<file path="src/rtl/gf2m_digit_feeder.sv">
// gf2m_digit_feeder
//
// Operand sequencer in front of the digit-serial GF(2^m) multiplier. It takes
// one full-width request (a, b, g), pulses the multiplier start, then streams b
// one DIGITAL-bit digit per cycle, most significant digit first. The product is
// captured on the multiplier's done pulse and held until the consumer takes it.
// If done never arrives within TIMEOUT wait cycles, a zero result is flagged
// with res_err.
//
// Ports
//   clk, rst            clock (rising edge), asynchronous active-high reset
//   req_valid/req_ready request handshake; req_a, req_b, req_g operands
//   res_valid/res_ready result handshake; res_data product, res_err timeout
//   mul_start           one-cycle start pulse to the multiplier
//   mul_a, mul_g        latched a and g, driven from issue through wait
//   mul_b               current digit of b (zero outside the feed phase)
//   mul_done            multiplier done pulse (only honoured while waiting)
//   mul_result          multiplier product, valid only while mul_done is high
module gf2m_digit_feeder #(
  parameter int DIGITAL    = 64,
  parameter int DATA_WIDTH = 163,
  parameter int TIMEOUT    = 15
) (
  input  logic                  clk,
  input  logic                  rst,
  input  logic                  req_valid,
  output logic                  req_ready,
  input  logic [DATA_WIDTH-1:0] req_a,
  input  logic [DATA_WIDTH-1:0] req_b,
  input  logic [DATA_WIDTH-1:0] req_g,
  output logic                  res_valid,
  input  logic                  res_ready,
  output logic [DATA_WIDTH-1:0] res_data,
  output logic                  res_err,
  output logic                  mul_start,
  output logic [DATA_WIDTH-1:0] mul_a,
  output logic [DATA_WIDTH-1:0] mul_g,
  output logic [DIGITAL-1:0]    mul_b,
  input  logic                  mul_done,
  input  logic [DATA_WIDTH-1:0] mul_result
);

  localparam int ITER = DATA_WIDTH / DIGITAL + 1;
  localparam int PADW = ITER * DIGITAL;
  localparam int KW   = (ITER > 1) ? $clog2(ITER) : 1;

  typedef enum logic [2:0] {
    S_IDLE,
    S_ISSUE,
    S_FEED,
    S_WAIT,
    S_HOLD
  } state_t;

  state_t                state_reg, state_next;
  logic [DATA_WIDTH-1:0] a_reg, g_reg;
  // b zero-extended to PADW; shifted left once per feed cycle so the current
  // digit is always the top DIGITAL bits.
  logic [PADW-1:0]       b_sh_reg;
  logic [KW-1:0]         k_reg;
  logic [7:0]            tcnt_reg;
  logic [DATA_WIDTH-1:0] res_data_reg;
  logic                  res_err_reg;

  logic last_digit;
  logic timeout_hit;

  assign last_digit  = (k_reg == KW'(ITER - 1));
  // The counter holds the number of done-less wait cycles already spent; the
  // TIMEOUT-th such cycle ends the wait.
  assign timeout_hit = (tcnt_reg == 8'(TIMEOUT - 1));

  // State register
  always_ff @(posedge clk or posedge rst) begin
    if (rst) begin
      state_reg <= S_IDLE;
    end else begin
      state_reg <= state_next;
    end
  end

  // Next-state logic
  always_comb begin
    state_next = state_reg;
    unique case (state_reg)
      S_IDLE:  if (req_valid) state_next = S_ISSUE;
      S_ISSUE: state_next = S_FEED;
      S_FEED:  if (last_digit) state_next = S_WAIT;
      S_WAIT:  if (mul_done || timeout_hit) state_next = S_HOLD;
      S_HOLD:  if (res_ready) state_next = S_IDLE;
      default: state_next = S_IDLE;
    endcase
  end

  // Output decode
  always_comb begin
    req_ready = 1'b0;
    res_valid = 1'b0;
    mul_start = 1'b0;
    mul_b     = '0;
    mul_a     = '0;
    mul_g     = '0;
    unique case (state_reg)
      S_IDLE:  req_ready = 1'b1;
      S_ISSUE: begin
        mul_start = 1'b1;
        mul_a     = a_reg;
        mul_g     = g_reg;
      end
      S_FEED: begin
        mul_b = b_sh_reg[PADW-1 -: DIGITAL];
        mul_a = a_reg;
        mul_g = g_reg;
      end
      S_WAIT: begin
        mul_a = a_reg;
        mul_g = g_reg;
      end
      S_HOLD:  res_valid = 1'b1;
      default: ;
    endcase
  end

  assign res_data = res_data_reg;
  assign res_err  = res_err_reg;

  // Operand latch, digit shifter, timeout counter and result capture
  always_ff @(posedge clk or posedge rst) begin
    if (rst) begin
      a_reg        <= '0;
      g_reg        <= '0;
      b_sh_reg     <= '0;
      k_reg        <= '0;
      tcnt_reg     <= '0;
      res_data_reg <= '0;
      res_err_reg  <= 1'b0;
    end else begin
      unique case (state_reg)
        S_IDLE: begin
          if (req_valid) begin
            a_reg    <= req_a;
            g_reg    <= req_g;
            b_sh_reg <= PADW'(req_b);
            k_reg    <= '0;
            tcnt_reg <= '0;
          end
        end
        S_FEED: begin
          b_sh_reg <= b_sh_reg << DIGITAL;
          k_reg    <= k_reg + KW'(1);
        end
        S_WAIT: begin
          // mul_result is only valid during the done cycle, so capture here.
          if (mul_done) begin
            res_data_reg <= mul_result;
            res_err_reg  <= 1'b0;
          end else begin
            tcnt_reg <= tcnt_reg + 8'd1;
            if (timeout_hit) begin
              res_data_reg <= '0;
              res_err_reg  <= 1'b1;
            end
          end
        end
        default: ;
      endcase
    end
  end

endmodule

</file>
<file path="config.mk">
export PLATFORM = sky130hd
export DESIGN_NAME = gf2m_digit_feeder
export DESIGN_NICKNAME = d
export VERILOG_FILES = /design/src/rtl/gf2m_digit_feeder.sv
export SDC_FILE = /design/constraint.sdc
export NUM_CORES = 2
export LEC_CHECK = 0
export ABC_AREA = 1
export CORE_AREA = 4 4 464 466
export CTS_CLUSTER_DIAMETER = 100
export DETAILED_ROUTE_END_ITERATION = 10
export DIE_AREA = 0 0 468 470
export SYNTH_ARGS = -nofsm -noshare
export SYNTH_HDL_FRONTEND = slang
export SYNTH_SLANG_ARGS = --single-unit
</file>
<file path="constraint.sdc">
create_clock -name clk -period 23.6 [get_ports clk]
set_input_delay 2.36 -clock clk [delete_from_list [all_inputs] [get_ports clk]]
set_output_delay 2.36 -clock clk [all_outputs]
set_load 0.05 [all_outputs]
</file>
Word-level counts from Yosys, hierarchy flattened
Cells that the tools add are included.
{ "word_totals": {"ramBits": 0, "romBits": 0, "latch_bits": 0, "regBits": 695, "elab_cells": 54, "mem_count": 0, "in_bits": 657, "out_inout_bits": 557} }
{ "op_classes": {"eq_ne": 11, "n_reduce_logical": 11, "n_mul": 0, "shifts": 0, "bitwise_logic": 0, "add_sub_neg": 2, "div": 0, "n_mux": 22, "n_lt_le_gt_ge": 0} }
{ "op_table": {"columns": ["cell", "count"], "rows": [
  ["163-bit 2-to-1 mux", 4],
  ["192-bit one-hot mux with 2 select lines", 1],
  ["192-bit 2-to-1 mux", 1],
  ["64-bit 2-to-1 mux", 1],
  ["8-bit 2-to-1 mux", 2],
  ["8-bit one-hot mux with 2 select lines", 1],
  ["3-bit one-hot mux with 5 select lines", 1],
  ["3-bit 2-to-1 mux", 4],
  ["2-bit inequality test, second input constant", 5],
  ["8-bit by 1-bit adder with 8-bit output, second input constant", 1],
  ["8-bit by 4-bit == test with 1-bit output, second input constant", 1],
  ["3-bit by 2-bit == test with 1-bit output, second input constant", 2],
  ["2-bit AND reduction", 3],
  ["2-bit nonzero test", 3],
  ["1-bit 2-to-1 mux", 5],
  ["2-bit one-hot mux with 2 select lines", 1],
  ["4-bit AND reduction", 1],
  ["3-bit by 1-bit == test with 1-bit output, second input constant", 1],
  ["3-bit == test, second input constant", 1],
  ["3-bit zero test", 1],
  ["3-bit AND reduction", 1],
  ["3-bit OR reduction", 1],
  ["2-bit by 1-bit adder with 2-bit output, second input constant", 1],
  ["2-bit == test, second input constant", 1],
  ["2 further kinds", 2]
]} }

Longest topological paths before layout
{ "logic_depth": {"ltp_word": 4, "ltp_mapped": 9, "ltp_nobuf": 8} }

Worst setup path after synthesis
Ideal clock, no wire load.
{ "synth_timing": {"kind": "register -> output", "from": "register state_reg[0]", "to": "output mul_a[0]", "path_slack_ns": 19.522, "path_buffers": 3, "required_ns": 21.240, "stages_incl_launch_ff": 8, "arrival_time_ns": 1.718, "path_cell_list": "dfrtp_1 > nor2_1 > inv_1 > nand2_1 > buf_2 > buf_2 > buf_2 > nor2_1"} }
{ "synth_between": {"elab_chain_cells": 3, "word_cells_on_any_way": 5, "classes_between": "3 x eq/ne; 1 x mux; 1 x reduce/logical"} }
{ "synth_lines": {"columns": ["element", "line", "source"], "rows": [
  ["start, declared", "55", "state_t state_reg, state_next;"],
  ["start signal, assigned", "78", "state_reg <= state_next;"],
  ["3-bit by 2-bit == test with 1-bit output / 3-bit by 1-bit == test with 1-bit output (equally long branches)", "103", "unique case (state_reg)"],
  ["3-bit OR reduction (no line) *", null, null],
  ["163-bit 2-to-1 mux *", "103", null],
  ["end, declared", "36", "output logic [DATA_WIDTH-1:0] mul_a,"]
]} }
Mark *: on every way between the ends. The rest lies on a longest branch, timed or not.

Final worst setup path
{ "layout_timing": {"from": "register state_reg[1]", "to": "output mul_a[59]"} }
Same word-level chain as after synthesis.

==> reports/metrics.csv <==
metric,value,unit
status,"complete, no violations",
CP endpoint kind,primary output,
"Buf+Inv Stages, Crit Path",3,
Root Buffer,clkbuf_16,
"commonest cells after routing, fill and taps aside","clkdlybuf4s50_1 (1213), nand2_1 (1194), dfrtp_1 (695)",
die area,220000,um^2
Sequential Area,17390,um^2
drc violations,0,
unrepaired setup endpoints after global routing,no,
P_int,3.810,mW
# Post-CTS Setup Buffers,0,
gpl congestion,0.9176,
"most common cell after layout, fill and taps aside",clkdlybuf4s50_1,
dpl hpwl,151.2,mm
critical path data required time,21.24,ns
area delta synth->final,61.08,%
drt first pass iters,5,
Net Switching,4.209,mW
Tmin final,6.371,ns
RR Startpoint,state_reg[2],
H-tree level count,3,
final clock skew,0.02288,ns
CP max FO,185,
Cell Pwr Density,169.3,nW/um^2
crit-path most repeated cell,nor2_1,
initial DRC count,2088,
"Data arrival, critical path",4.01,ns
first-pass GRT wire length,247.2,mm
Slowest Stage Delay on Critical Path,0.77,ns
Final Hold Vio Count,0,
Clock Sink Count,695,
vias in the first global route,28840,
Nets,5350,
CTS tree,done,
# resized after CTS,0,
core area,211200,um^2
crit-path cells,nor2_1 -> inv_1 -> nand2_4 -> buf_12 -> nor2_1 -> clkdlybuf4s50_1,
cell family with most CP delay,buffers and inverters,
sequential fraction of design power,24.0,%
Largest register FFs,192,
setup violation total in the final timing report,0,
Routed wire per std cell,24.48,um
fin crit share,26.99,%
Yosys warnings,0,
post-route setup TNS,0,ns
Hold Crit Class,flip-flop to flip-flop,
post-route ant nets,0,
dpl cells,7417,
hold_sp,b_sh_reg[29],
port bufs,1213,
overall global routing resource usage,16.29,%
Starting Density,13.92,%
fin. max-slew vios,0,
slew margin rel.,18.11,%
Synth Cell Area,29400,um^2
total CTS buffers,92,
worst-case clock buffer depth,3,
critical path launch point type,flip-flop,
Fillers,23180,
Combinational Power Share,58.4,%
Gate Count Post-Synth,3581,
hold buffers post-CTS,0,
via count,28760,
layout cells sized above 1,4.220,%
Max Cap Viol,0,
io pins,1214,
Avg Inst Size Synth,8.209,um^2
Clock transition at path regs,0.06,ns
Lkg Pwr,21.03,nW
Setup crit start,state_reg[1],
Fin Hold WS,0.4713,ns
Sw Ratio,52.49,%
syn_nets,4241,
Max VDD drop,0.0001138,V
largest net degree at the start of global routing,186,
initial antenna violation count,174,
post-route insts no fill,7616,
distinct cell type count after synthesis,25,
row cnt,169,
Die Wd,468,um
WS Path Type,flip-flop to primary output,
area of the multi-input gates,9415,um^2
routed wire length,186.4,mm
"Seq/Total Area, Yosys",59.16,%
Yosys reg bits,695,
DIE HEIGHT,470,um
"Clk Latency, worst-skew pair",0.71,ns
Peak Freq,0.1570,GHz
Worst path slowest cell,clkdlybuf4s50_1,
Clk network pwr share,17.6,%
DR vias/cell,3.777,
GRT overflow,0,
Slew @ Worst Pin,1.228,ns
[kinds of logic after synthesis]
group	after synthesis	share of synthesized area (%)
buffers and inverters	633	8.925
AND/OR/NAND/NOR	1872	25.11
adder cells (fa/ha/maj)	3	0.1277
XOR/XNOR	3	0.08939
flip-flops	695	59.16
AO/OA/AOI/OAI	375	6.593
[worst register-to-register path, stage by stage, from the launching register on]
cell	delay [ns]
dfrtp_1	0.43
nor2_4	0.24
nand3_1	0.24
inv_8	0.48
buf_4	0.86
buf_4	0.85
buf_4	1.09
o21ai_0	0.29
[power by group through the flow]
stage               logic (mW)  clock network, mW  registers (mW)
finish                    4.68               1.41            1.92
global route              4.96               1.51            1.98
CTS                       4.77               1.47            1.93
detailed placement        4.75                  0            1.94
global placement          4.73                  0            1.93
floorplan                 2.45                  0            2.34
[path summary, 6_finish.rpt]
kind                                       to  slack (ns)  depth (start not counted)
min in group asynchronous       res_data[110]        2.18                          2
max in group asynchronous          a_reg[140]       18.22                          5
worst min-delay path             b_sh_reg[29]        0.47                          2
worst max-delay path                mul_a[59]       17.23                          6
worst max register to register     a_reg[110]       18.95                          7
worst min register to register   b_sh_reg[29]        0.47                          2
[stage by stage]
step           worst slack (ns)  total power [mW]  utilization [%]  area, um^2
2_1_floorplan             1.752             4.789                -       29400
3_3_place_gp              16.97             6.662            20.95       44270
3_5_place_dp              16.87             6.692            20.95       44270
4_1_cts                   17.02             8.166            22.38       47280
5_1_grt                   16.90             8.454            22.39       47300
6_report                  17.23             8.019            22.42       47360
[synth_stat cells]
cell type	instances	share of area, %
o21bai_1	1	0.026
clkbuf_1	54	0.69
o21ai_2	9	0.27
a21oi_1	1	0.017
dfrtp_1	695	59
nand3_2	1	0.034
a22oi_1	9	0.23
o21ai_0	315	5.4
buf_6	3	0.11
inv_2	6	0.077
nor2_1	406	5.2
nand3_1	265	4.5
inv_1	404	5.2
nand2_1	1196	15
xor2_1	3	0.089
buf_2	153	2.6
buf_1	4	0.051
buf_4	9	0.23
a21o_1	1	0.026
nand3b_1	1	0.026
ha_1	3	0.13
o21ai_1	39	0.66
nand2_2	1	0.021
nor2_2	1	0.021
nor2_4	1	0.038
[layer usage]
metal	global-route usage (%)	wire length, um	vias to the layer above
met2	24.48	79630	1370
met5	0	506	-
met1	20.51	76990	13810
met3	7.600	22610	327
met4	5.425	6658	88
li1	-	-	13170
[final cells by class]
cell class                 count  share of cell area [%]
sequential                   695                   36.73
timing repair buffer        1238                   26.12
multi-input combinational   2253                   19.88
tap                         2821                   7.454
clock buffer                 129                   5.689
inverter                     410                   3.297
clock inverter                38                  0.6685
antenna                       32                  0.1691
(Power assumes the default switching activity.)
